`config.mk`:
```
export PLATFORM = sky130hd
export DESIGN_NAME = seg7_scan_capture
export DESIGN_NICKNAME = d
export VERILOG_FILES = /design/src/rtl/seg7_pkg.sv /design/src/rtl/seg7_pattern_to_bcd.sv /design/src/rtl/seg7_scan_capture.sv
export SDC_FILE = /design/constraint.sdc
export NUM_CORES = 1
export LEC_CHECK = 0
export ABC_AREA = 1
export BUFFER_PORTS_ARGS = -buffer_cell sky130_fd_sc_hd__buf_2
export CORE_ASPECT_RATIO = 2
export CORE_UTILIZATION = 25
export DETAILED_ROUTE_END_ITERATION = 6
export GPL_TIMING_DRIVEN = 0
export HOLD_SLACK_MARGIN = 0.12
export PLACE_DENSITY_LB_ADDON = 0.12
export SYNTH_ARGS = -nofsm -noshare
export SYNTH_HDL_FRONTEND = slang
export SYNTH_SLANG_ARGS = --single-unit
```
`constraint.sdc`:
```
create_clock -name clk -period 7.2 [get_ports clk]
set_input_delay 1.8 -clock clk [delete_from_list [all_inputs] [get_ports clk]]
set_output_delay 1.8 -clock clk [all_outputs]
set_load 0.01 [all_outputs]
```
`src/rtl/seg7_pkg.sv`:
```
// seg7_pkg: shared segment patterns, decode codes and FSM states for the
// 7-segment scan capture path. Patterns are active-low, bit order g..a.
package seg7_pkg;

    localparam logic [6:0] SEG_0     = 7'h40;
    localparam logic [6:0] SEG_1     = 7'h79;
    localparam logic [6:0] SEG_2     = 7'h24;
    localparam logic [6:0] SEG_3     = 7'h30;
    localparam logic [6:0] SEG_4     = 7'h19;
    localparam logic [6:0] SEG_5     = 7'h12;
    localparam logic [6:0] SEG_6     = 7'h02;
    localparam logic [6:0] SEG_7     = 7'h78;
    localparam logic [6:0] SEG_8     = 7'h00;
    localparam logic [6:0] SEG_9     = 7'h18;
    localparam logic [6:0] SEG_BLANK = 7'h7F;

    localparam logic [3:0] VAL_BLANK = 4'hF;
    localparam logic [3:0] VAL_BAD   = 4'hE;

    typedef enum logic [1:0] {
        IDLE,
        TRACK,
        HOLD
    } scan_state_t;

endpackage

```
`src/rtl/seg7_pattern_to_bcd.sv`:
```
// seg7_pattern_to_bcd: maps an active-low 7-bit segment pattern back to its
// digit value; blank reads as VAL_BLANK (ok), anything unknown as VAL_BAD.
module seg7_pattern_to_bcd
    import seg7_pkg::*;
(
    input  logic [6:0] pattern,
    output logic [3:0] value,
    output logic       ok
);

    // Table lookup; unknown patterns fall through to the defaults.
    always_comb begin
        value = VAL_BAD;
        ok    = 1'b0;
        case (pattern)
            SEG_0:     begin value = 4'd0;      ok = 1'b1; end
            SEG_1:     begin value = 4'd1;      ok = 1'b1; end
            SEG_2:     begin value = 4'd2;      ok = 1'b1; end
            SEG_3:     begin value = 4'd3;      ok = 1'b1; end
            SEG_4:     begin value = 4'd4;      ok = 1'b1; end
            SEG_5:     begin value = 4'd5;      ok = 1'b1; end
            SEG_6:     begin value = 4'd6;      ok = 1'b1; end
            SEG_7:     begin value = 4'd7;      ok = 1'b1; end
            SEG_8:     begin value = 4'd8;      ok = 1'b1; end
            SEG_9:     begin value = 4'd9;      ok = 1'b1; end
            SEG_BLANK: begin value = VAL_BLANK; ok = 1'b1; end
            default:   ;
        endcase
    end

endmodule

```
`src/rtl/seg7_scan_capture.sv`:
```
// seg7_scan_capture: monitors a multiplexed active-low 7-segment bus, captures
// each digit once its pattern has been stable for STABLE_CYCLES synchronized
// samples, assembles scan frames and flags multiple-anode faults.
// Optional: define SEG7_DP_CAPTURE_EN to add dp_val and make dp part of the
// stability comparison.
module seg7_scan_capture
    import seg7_pkg::*;
#(
    parameter int NUM_DIGITS    = 4,
    parameter int STABLE_CYCLES = 8
) (
    input  logic                    clk,
    input  logic                    rst,
    input  logic [7:0]              seg_in,
    input  logic [NUM_DIGITS-1:0]   an_in,
    output logic [4*NUM_DIGITS-1:0] digit_val,
    output logic [NUM_DIGITS-1:0]   digit_ok,
    output logic                    frame_valid,
    output logic                    frame_done,
    output logic                    err_multi_an
`ifdef SEG7_DP_CAPTURE_EN
    ,
    output logic [NUM_DIGITS-1:0]   dp_val
`endif
);

    localparam int IDXW = (NUM_DIGITS > 1) ? $clog2(NUM_DIGITS) : 1;
    localparam int CNTW = 8;

    logic [7:0]            seg_q1, s_seg;
    logic [NUM_DIGITS-1:0] an_q1, s_an;
    logic [NUM_DIGITS-1:0] active;
    logic                  one_hot, multi, multi_q;
    logic [IDXW-1:0]       idx_new, idx_q, idx_d;
    logic [7:0]            lat_seg_q, lat_seg_d;
    logic [NUM_DIGITS-1:0] lat_an_q, lat_an_d;
    logic [CNTW-1:0]       cnt_q, cnt_d;
    scan_state_t           state_q, state_d;
    logic                  seg_diff, an_diff, cap;
    logic [NUM_DIGITS-1:0] cap_bits, frame_mask;
    logic                  mask_full;
    logic [3:0]            dec_val;
    logic                  dec_ok;

    // Two-flop synchronizers; idle bus (all ones) is the reset value.
    always_ff @(posedge clk or posedge rst) begin
        if (rst) begin
            seg_q1 <= '1;
            s_seg  <= '1;
            an_q1  <= '1;
            s_an   <= '1;
        end else begin
            seg_q1 <= seg_in;
            s_seg  <= seg_q1;
            an_q1  <= an_in;
            s_an   <= an_q1;
        end
    end

    assign active    = ~s_an;
    assign one_hot   = $onehot(active);
    assign multi     = ($countones(active) > 1);
    assign an_diff   = (s_an != lat_an_q);
    assign mask_full = &frame_mask;

    // err pulses only on the transition into a multi-anode condition.
    assign err_multi_an = multi & ~multi_q;

`ifdef SEG7_DP_CAPTURE_EN
    assign seg_diff = (s_seg != lat_seg_q);
`else
    assign seg_diff = (s_seg[6:0] != lat_seg_q[6:0]);
    // dp is ignored in this build.
    logic unused_dp;
    assign unused_dp = s_seg[7] ^ lat_seg_q[7];
`endif

    // Index of the single active anode.
    always_comb begin
        idx_new = '0;
        for (int unsigned i = 0; i < NUM_DIGITS; i++) begin
            if (active[i]) idx_new = IDXW'(i);
        end
    end

    // Next-state: IDLE/HOLD re-evaluate on any change, TRACK counts stable samples.
    always_comb begin
        state_d   = state_q;
        cnt_d     = cnt_q;
        idx_d     = idx_q;
        lat_seg_d = lat_seg_q;
        lat_an_d  = lat_an_q;
        cap       = 1'b0;
        case (state_q)
            IDLE: begin
                if (one_hot) begin
                    state_d   = TRACK;
                    cnt_d     = CNTW'(1);
                    idx_d     = idx_new;
                    lat_seg_d = s_seg;
                    lat_an_d  = s_an;
                end
            end
            TRACK, HOLD: begin
                if (seg_diff || an_diff) begin
                    if (one_hot) begin
                        state_d   = TRACK;
                        cnt_d     = CNTW'(1);
                        idx_d     = idx_new;
                        lat_seg_d = s_seg;
                        lat_an_d  = s_an;
                    end else begin
                        state_d = IDLE;
                    end
                end else if (state_q == TRACK) begin
                    cnt_d = cnt_q + CNTW'(1);
                    if (cnt_q == CNTW'(STABLE_CYCLES - 1)) begin
                        cap     = 1'b1;
                        state_d = HOLD;
                    end
                end
            end
            default: state_d = IDLE;
        endcase
    end

    // One-hot mask bit for the digit being captured this cycle.
    always_comb begin
        cap_bits = '0;
        if (cap) cap_bits[idx_q] = 1'b1;
    end

    // FSM and tracking registers.
    always_ff @(posedge clk or posedge rst) begin
        if (rst) begin
            state_q   <= IDLE;
            cnt_q     <= '0;
            idx_q     <= '0;
            lat_seg_q <= '1;
            lat_an_q  <= '1;
            multi_q   <= 1'b0;
        end else begin
            state_q   <= state_d;
            cnt_q     <= cnt_d;
            idx_q     <= idx_d;
            lat_seg_q <= lat_seg_d;
            lat_an_q  <= lat_an_d;
            multi_q   <= multi;
        end
    end

    seg7_pattern_to_bcd u_dec (
        .pattern (lat_seg_q[6:0]),
        .value   (dec_val),
        .ok      (dec_ok)
    );

    // Capture writes and frame bookkeeping; a capture in the clearing cycle survives.
    always_ff @(posedge clk or posedge rst) begin
        if (rst) begin
            digit_val   <= '1;
            digit_ok    <= '0;
            frame_mask  <= '0;
            frame_valid <= 1'b0;
            frame_done  <= 1'b0;
`ifdef SEG7_DP_CAPTURE_EN
            dp_val      <= '0;
`endif
        end else begin
            for (int unsigned i = 0; i < NUM_DIGITS; i++) begin
                if (cap && (idx_q == IDXW'(i))) begin
                    digit_val[4*i +: 4] <= dec_val;
                    digit_ok[i]         <= dec_ok;
`ifdef SEG7_DP_CAPTURE_EN
                    dp_val[i]           <= ~lat_seg_q[7];
`endif
                end
            end
            frame_done <= mask_full;
            if (mask_full) frame_valid <= 1'b1;
            frame_mask <= (mask_full ? '0 : frame_mask) | cap_bits;
        end
    end

endmodule

```
==> results of run 1 <==
-- power by group through the flow --
stage / combinational, mW / sequential [mW] / clock (mW)
CTS: 0.360 / 0.546 / 0.482
floorplan: 0.269 / 0.534 / 0
global placement: 0.353 / 0.550 / 0
finish: 0.351 / 0.545 / 0.465
global route: 0.408 / 0.557 / 0.495
detailed placement: 0.358 / 0.552 / 0
-- metrics by stage --
stage	setup WS [ps]	hold slack (ps)	utilization [%]	instances	power, mW
2_1_floorplan	3220	345	-	411	0.803
3_3_place_gp	2600	346	28.4	601	0.903
3_5_place_dp	2910	347	28.6	602	0.911
4_1_cts	2530	356	30.9	618	1.39
5_1_grt	2410	358	30.9	618	1.46
6_report	2600	355	30.9	618	1.36
-- synthesized netlist by cell type (all sizes together) --
cell | number | area share, %
nand4 | 7 | 1.3
ha | 8 | 2.9
nor3b | 1 | 0.22
inv | 51 | 5.6
nand3 | 45 | 6.7
a21oi | 2 | 0.29
nor4 | 1 | 0.18
or3b | 2 | 0.51
fa | 1 | 0.58
xnor2 | 5 | 1.3
o21ai | 26 | 3.8
o21bai | 1 | 0.22
or2 | 1 | 0.18
clkbuf | 2 | 0.22
nor2 | 27 | 3.2
dfrtp | 23 | 17
buf | 5 | 1.2
xor2 | 1 | 0.25
nand3b | 1 | 0.22
nand2 | 147 | 16
nor3 | 5 | 1.1
dfstp | 49 | 37
-- cell type report --
| class | count | area share (%) |
|---|---|---|
| sequential | 72 | 44.9 |
| multi-input combinational | 281 | 32.3 |
| clock buffer | 14 | 6.63 |
| timing repair buffer | 36 | 4.88 |
| inverter | 51 | 4.67 |
| tap | 155 | 4.67 |
| buffer | 7 | 1.14 |
| clock inverter | 2 | 0.844 |
-- final timing paths --
path	slack, ps	endpoint	startpoint
setup / recovery	2600	err_multi_an	s_an[3]$_DFF_PP1_
hold / removal	350	s_an[0]$_DFF_PP1_	an_q1[0]$_DFF_PP1_
setup reg to reg	4270	idx_q[0]$_DFFE_PP0P_	s_an[3]$_DFF_PP1_
hold reg to reg	350	s_an[0]$_DFF_PP1_	an_q1[0]$_DFF_PP1_
max in group asynchronous	5230	lat_seg_q[5]$_DFFE_PP1P_	rst
min in group asynchronous	1380	cnt_q[6]$_DFFE_PP0P_	rst
-- cell families after synthesis --
family / after synthesis / share of synthesized area (%)
buffers and inverters: 58 / 6.94
adder cells (fa/ha/maj): 9 / 3.49
flip-flops: 72 / 54.1
AND/OR/NAND/NOR: 237 / 29.7
AO/OA/AOI/OAI: 29 / 4.29
XOR/XNOR: 6 / 1.53
-- state kept, by name (all words and copies together), names as in the netlist --
register     cells
digit_val       16
cnt_q            8
lat_seg_q        7
s_seg            7
seg_q1           7
an_q1            4
digit_ok         4
frame_mask       4
lat_an_q         4
s_an             4
idx_q            2
state_q          2
frame_done       1
frame_valid      1
multi_q          1
-- per-layer routing --
metal / routed length, µm / global-route usage, % / part of all wire (%) / vias to the layer above
met3: 183 / 2.99 / 2.3 / 13
met4: 225 / 6.19 / 2.9 / 0
met5: 0 / 0 / 0 / -
met1: 2940 / 11.6 / 37 / 1236
li1: - / - / - / 1385
met2: 4500 / 23.2 / 57 / 36
==> metrics.log, run 1 <==
[metrics] number of synthesized register bits: 72
[metrics] initial antenna violation count: 0
[metrics] DIE AREA: 0.0143 mm²
[metrics] unrepaired setup endpoints after global routing: false
[metrics] number of buffers and inverters on the critical path: 4
[metrics] drt first pass iters: 4
[metrics] aggregate global routing overflow: 0
[metrics] Arrival @ worst endpoint: 2800 ps
[metrics] buffers inserted by post-CTS timing repair: 0
[metrics] starting density of the core: 25.6%
[metrics] net switching share of the total power: 34.2%
[metrics] mean instance size in the synthesized netlist: 8.38 µm²
[metrics] part of the total power dissipated in sequential elements: 40.0%
[metrics] HP Class: flop to flop
[metrics] synthesized netlist net count: 434
[metrics] Internal Pwr Total: 0.896 mW
[metrics] Reg2Reg Depth: 12
[metrics] worst stage delay on the critical path: 570 ps
[metrics] Die Span Y: 168 µm
[metrics] leading cell type in the layout, fill and taps excluded: nand2_1
[metrics] count of antenna-violating nets left after detailed routing: 0
[metrics] number of max-cap violations: 0
[metrics] fin nets: 481
[metrics] layout cells sized above 1: 24.2%
[metrics] Final Wtd Congestion: 0.802
[metrics] Die W: 85.0 µm
[metrics] Ant. Diodes: 0
[metrics] Yosys warnings: 0
[metrics] largest fanout on the critical path: 6
[metrics] sequential cell area: 0.00186 mm²
[metrics] number of CTS-inserted buffers: 9
[metrics] synthesized netlist cell count: 411
[metrics] post-cts hold buffer count: 0
[metrics] count of different cell masters after synthesis: 29
[metrics] cell with the biggest individual delay on the critical path: dfstp_2
[metrics] normalized max-slew margin: 52.0%
[metrics] Post-Synthesis Cell Area: 0.00344 mm²
[metrics] cell leakage power: 2.11 nW
[metrics] placeable core region: 0.0134 mm²
[metrics] GR Util All Layers: 12.1%
[metrics] sort of element at the start of the critical path: flop
[metrics] input/output buffers: 35
[metrics] number of I/O pins: 37
[metrics] power per unit of standard cell area: 328 mW/mm²
[metrics] first-iteration detailed-routing DRC count: 84
[metrics] vias in the first global route: 2670
[metrics] Skew-Pair Late Insertion Delay: 330 ps
[metrics] filler cell count: 1450
[metrics] Post-Place Cell Area: 0.00384 mm²
[metrics] Final Hold Vio Count: 0
[metrics] routed wire length per instance: 12.7 µm
[metrics] switching pwr: 0.465 mW
[metrics] fraction of power consumed by combinational cells: 25.8%
[metrics] HPWL Detailed: 6.03 mm
[metrics] post-route clock period utilization: 63.9%
[metrics] clk_skew: 6.75 ps
[metrics] Bufs on Longest Clock Path: 2
[metrics] transition time at the pin with the least slew margin: 713 ps
[metrics] count of instances resized after the clock tree is built: 0
[metrics] Total Negative Setup Slacks: 0 ps
[metrics] Worst setup EP type: primary output
[metrics] multi-input logic area: 0.00134 mm²
[metrics] layout-stage area growth over the synthesis result: 20.6%
[metrics] most frequent cells in the layout: nand2_1 (146), inv_1 (50), dfstp_2 (49)
[metrics] final setup fails: 0
[metrics] post-route standard cell area excluding fillers: 0.00415 mm²
[metrics] Critical Setup Path Class: flop to primary output
[metrics] maximum number of pins on one net before global-route repair: 62
[metrics] CTS tree: built
[metrics] total wirelength of the detailed-routed design: 7.86 mm
[metrics] number of levels the H-tree was split into: 3
[metrics] Seq/Total Area, Yosys: 54.1%
[metrics] number of cells on the critical path: 10
[metrics] gate family responsible for the most delay along the worst path: adder cells
[metrics] Required @ worst endpoint: 5400 ps
[metrics] final count of pins violating max slew: 0
[metrics] Clock Sinks: 72
[metrics] depth of the worst hold-timing path: 0
[metrics] DRC viols: 0
[metrics] Period minus WS final: 4600 ps
[metrics] total via count after detailed routing: 2670
[metrics] power share of the clock group: 34.2%
[metrics] wire length of the first global-routing pass: 13.1 mm
[metrics] number of placement rows: 60
[metrics] CP cell instances: fa_1 -> inv_1 -> ha_1 -> inv_1 -> ha_1 -> or3b_2 -> clkbuf_1 -> nand2_1 -> nor2_1 -> buf_2
[metrics] via-per-instance ratio: 4.32
[metrics] clk slew on worst S/H paths: 50 ps
[metrics] highest ir drop seen on vdd: 0.106 mV
[metrics] outcome: finished, final reports clean
[metrics] Max Clk Rate: 217 MHz
[metrics] buffer cell driving the clock tree root: clkbuf_16
No activity file was read; power rests on OpenSTA's default activity.
==> run 2: changes to the inputs <==
Settings changed: ABC_AREA 1 to 0.
Clock period 7.2 ns to 4.5 ns, I/O delays scaled along.
==> metrics.log, run 2 <==
[metrics] Max Clk Rate: 253 MHz
[metrics] Commonest cells post-synth: dfstp_2 (49), inv_1 (27), dfrtp_1 (23) (was nand2_1 (146), inv_1 (51), dfstp_2 (49))
[metrics] Critical Setup Path Class: flop to primary output (unchanged)
[metrics] leading cell type in the layout, fill and taps excluded: dfstp_2 (was nand2_1)
[metrics] Die Span Y: 166 µm (was 168 µm)
[metrics] number of levels the H-tree was split into: 3 (unchanged)
[metrics] cell leakage power: 1.92 nW (was 2.11 nW)
[metrics] outcome: complete, but fails checks (was finished, final reports clean)
[metrics] register-to-register path setup slack: 1250 ps (was 4270 ps)
[metrics] clk slew on worst S/H paths: 60 ps (was 50 ps)
[metrics] depth of the worst hold-timing path: 0 (unchanged)
[metrics] DIE AREA: 0.0140 mm² (was 0.0143 mm²)
[metrics] overall power: 2.16 mW (was 1.36 mW)
[metrics] mean instance size in the synthesized netlist: 12.2 µm² (was 8.38 µm²)
[metrics] async set or reset register ratio after synthesis: 100% (unchanged)
[metrics] Final Wtd Congestion: 0.748 (was 0.802)
[metrics] number of flip-flops in the largest register: 16 (unchanged)
[metrics] synthesized netlist net count: 299 (was 434)
[metrics] number of placement rows: 59 (was 60)
[metrics] transition time at the pin with the least slew margin: 954 ps (was 713 ps)
[metrics] number of I/O pins: 37 (unchanged)
[metrics] Required @ worst endpoint: 3380 ps (was 5400 ps)
[metrics] HPWL Detailed: 4.92 mm (was 6.03 mm)
[metrics] worst stage delay on the critical path: 580 ps (was 570 ps)
[metrics] number of synthesized register bits: 72 (unchanged)
[metrics] fin nets: 346 (was 481)
[metrics] buffers inserted by post-CTS timing repair: 0 (unchanged)
[metrics] Top reg by flops: digit_val (unchanged)
[metrics] unrepaired setup endpoints after global routing: false (unchanged)
[metrics] input/output buffers: 35 (unchanged)
[metrics] GR Util All Layers: 10.8% (was 12.1%)
[metrics] Yosys warnings: 0 (unchanged)
[metrics] power per unit of standard cell area: 524 mW/mm² (was 328 mW/mm²)
[metrics] power share of the clock group: 38.1% (was 34.2%)
[metrics] biggest area consumer among synthesized cells: dfstp_2 (unchanged)
[metrics] Ant. Diodes: 0 (unchanged)
[metrics] number of CTS-inserted buffers: 9 (unchanged)
[metrics] fraction of power consumed by combinational cells: 23.9% (was 25.8%)
[metrics] violated checks: DRC
[metrics] count of instances resized after the clock tree is built: 0 (unchanged)
[metrics] net switching share of the total power: 29.4% (was 34.2%)
[metrics] maximum number of pins on one net before global-route repair: 59 (was 62)
[metrics] switching pwr: 0.636 mW (was 0.465 mW)
[metrics] total via count after detailed routing: 2165 (was 2670)
[metrics] DRC viols: 6 (was 0)
[metrics] flip-flop cell with the highest count after synthesis: dfstp_2 (unchanged)
[metrics] largest fanout on the critical path: 5 (was 6)
[metrics] final setup fails: 0 (unchanged)
[metrics] total instance count after detailed placement: 464 (was 602)
[metrics] post-route clock period utilization: 87.9%
[metrics] normalized max-slew margin: 35.5% (was 52.0%)
[metrics] count of different cell masters after synthesis: 53 (was 29)
[metrics] cell with the biggest individual delay on the critical path: dfstp_2 (unchanged)
[metrics] sort of element at the start of the critical path: flop (unchanged)
[metrics] via-per-instance ratio: 4.51 (was 4.32)
[metrics] routed wire length per instance: 14.4 µm (was 12.7 µm)
[metrics] CTS tree: built (unchanged)
[metrics] part of the total power dissipated in sequential elements: 37.9% (was 40.0%)
[metrics] HP Class: flop to flop (unchanged)
[metrics] Final Hold Vio Count: 0 (unchanged)
[metrics] clk_skew: 9.05 ps (was 6.75 ps)
[metrics] Synth top area share: 38.1% (was 37.4%)
[metrics] number of max-cap violations: 0 (unchanged)
[metrics] CP cell instances: fa_1 -> inv_1 -> ha_1 -> inv_1 -> ha_1 -> nor3b_1 -> a21oi_1 -> nor2b_1 -> buf_2 (was fa_1 -> inv_1 -> ha_1 -> inv_1 -> ha_1 -> or3b_2 -> clkbuf_1 -> nand2_1 -> nor2_1 -> buf_2)
[metrics] Arrival @ worst endpoint: 2830 ps (was 2800 ps)
[metrics] Post-Synthesis Cell Area: 0.00338 mm² (was 0.00344 mm²)
[metrics] initial antenna violation count: 0 (unchanged)
[metrics] largest registers: digit_val (16), cnt_q (8) (unchanged)
[metrics] Internal Pwr Total: 1.53 mW (was 0.896 mW)
[metrics] placeable core region: 0.0131 mm² (was 0.0134 mm²)
[metrics] wire length of the first global-routing pass: 11.6 mm (was 13.1 mm)
[metrics] drt first pass iters: 6 (was 4)
[metrics] fin cells: 480 (was 618)
[metrics] Seq/Total Area, Yosys: 55.1% (was 54.1%)
[metrics] layout cells sized above 1: 37.8% (was 24.2%)
[metrics] synthesized netlist cell count: 276 (was 411)
[metrics] cell types occupying the most area after synthesis: dfstp_2 (38%), dfrtp_1 (17%), mux2_1 (5.3%), mux2i_1 (4.1%), xor2_1 (3.1%) (was dfstp_2 (37%), dfrtp_1 (17%), nand2_1 (16%), nand3_1 (6.4%), inv_1 (5.6%))
[metrics] count of antenna-violating nets left after detailed routing: 0 (unchanged)
[metrics] Reg2Reg Depth: 10 (was 12)
[metrics] Bufs on Longest Clock Path: 2 (unchanged)
[metrics] Worst setup EP type: primary output (unchanged)
[metrics] Clock Sinks: 72 (unchanged)
[metrics] Period minus WS final: 3950 ps
[metrics] most frequent cells in the layout: dfstp_2 (49), buf_2 (41), inv_1 (26) (was nand2_1 (146), inv_1 (50), dfstp_2 (49))
[metrics] starting density of the core: 25.9% (was 25.6%)
[metrics] vias in the first global route: 2198 (was 2670)
[metrics] number of flops mapped to enable cells by yosys: 0 (unchanged)
[metrics] highest ir drop seen on vdd: 0.209 mV (was 0.106 mV)
[metrics] aggregate global routing overflow: 0 (unchanged)
[metrics] first-iteration detailed-routing DRC count: 80 (was 84)
[metrics] Die W: 84.2 µm (was 85.0 µm)
[metrics] buffer cell driving the clock tree root: clkbuf_16 (unchanged)
[metrics] final count of pins violating max slew: 0 (unchanged)
[metrics] Total Negative Setup Slacks: 0 ps (unchanged)
[metrics] post-cts hold buffer count: 0 (unchanged)
[metrics] total wirelength of the detailed-routed design: 6.91 mm (was 7.86 mm)
[metrics] most repeated cell in the gate-level netlist after synthesis: dfstp_2 (was nand2_1)
[metrics] layout-stage area growth over the synthesis result: 22.0% (was 20.6%)
[metrics] Skew-Pair Late Insertion Delay: 330 ps (about the same)
## run 2: changes by cell type in the layout (fill, tap and decap cells not counted), moves of 12 or more
| cell | delta |
|---|---|
| o21ai_0 | -20 |
| nand3_1 | -38 |
| nor2_1 | -22 |
| mux2_1 | +16 |
| a21oi_1 | +12 |
| nand2_1 | -132 |
| mux2i_1 | +14 |
| inv_1 | -24 |
## run 2: final cells by class
cell class              count  area [µm²]
fillers                  1286        8940
flip-flops and latches     72        1860
multi-input cells         165        1350
clock buffers              11         243
repair buffers             36         203
well taps                 152         190
clock inverters             5         104
inverters                  27         104
plain buffers              12        67.6
## run 2: power groups by stage
stage | Combinational [mW] | Clock [mW] | Sequential [mW]
global placement | 0.517 | 0 | 0.829
detailed placement | 0.524 | 0 | 0.831
floorplan | 0.406 | 0 | 0.820
finish | 0.518 | 0.824 | 0.820
global route | 0.578 | 0.879 | 0.834
CTS | 0.525 | 0.856 | 0.821
## run 2: kinds of logic after synthesis
| family | count (synthesis) | share of synthesized area (%) |
|---|---|---|
| and+or+nand+nor | 68 | 13.7 |
| buffers and inverters | 39 | 5.00 |
| AOI/OAI and AO/OA | 41 | 8.00 |
| xor gates and xnor gates | 13 | 3.37 |
| muxes | 34 | 11.3 |
| DFF | 72 | 55.1 |
| adders and majority gates | 9 | 3.55 |
## run 2: layer usage
layer	GRT usage [%]	up-vias	share of wire, %
met5	0	-	0
met2	19.5	37	55
li1	-	1055	-
met4	5.17	0	1.7
met3	2.28	7	2.8
met1	11.8	1066	41
## run 2: critical path, delay by kind of cell (launching register included)
kind,cells,cell delay (ps)
adder cells (fa/ha/maj),3,860
buffers and inverters,3,270
AND/OR/NAND/NOR,2,690
flip-flops,1,580
AO/OA/AOI/OAI,1,110
## run 2: metrics by stage
stage	hold slack, ps	instance area, µm²	utilization (%)	setup slack [ps]
global placement	346	3740	28.7	518
CTS	356	4120	31.5	496
global route	359	4120	31.5	337
detailed placement	347	3770	28.9	878
finish	355	4120	31.5	547
floorplan	345	3380	-	1230
## run 2: final timing paths
path	end	start
max in group asynchronous	s_an[0]$_DFF_PP1_	rst
min reg2reg	s_seg[0]$_DFF_PP1_	seg_q1[0]$_DFF_PP1_
max reg2reg	idx_q[0]$_DFFE_PP0P_	s_an[3]$_DFF_PP1_
max	err_multi_an	s_an[3]$_DFF_PP1_
min in group asynchronous	state_q[1]$_DFFE_PP0P_	rst
min	s_seg[0]$_DFF_PP1_	seg_q1[0]$_DFF_PP1_
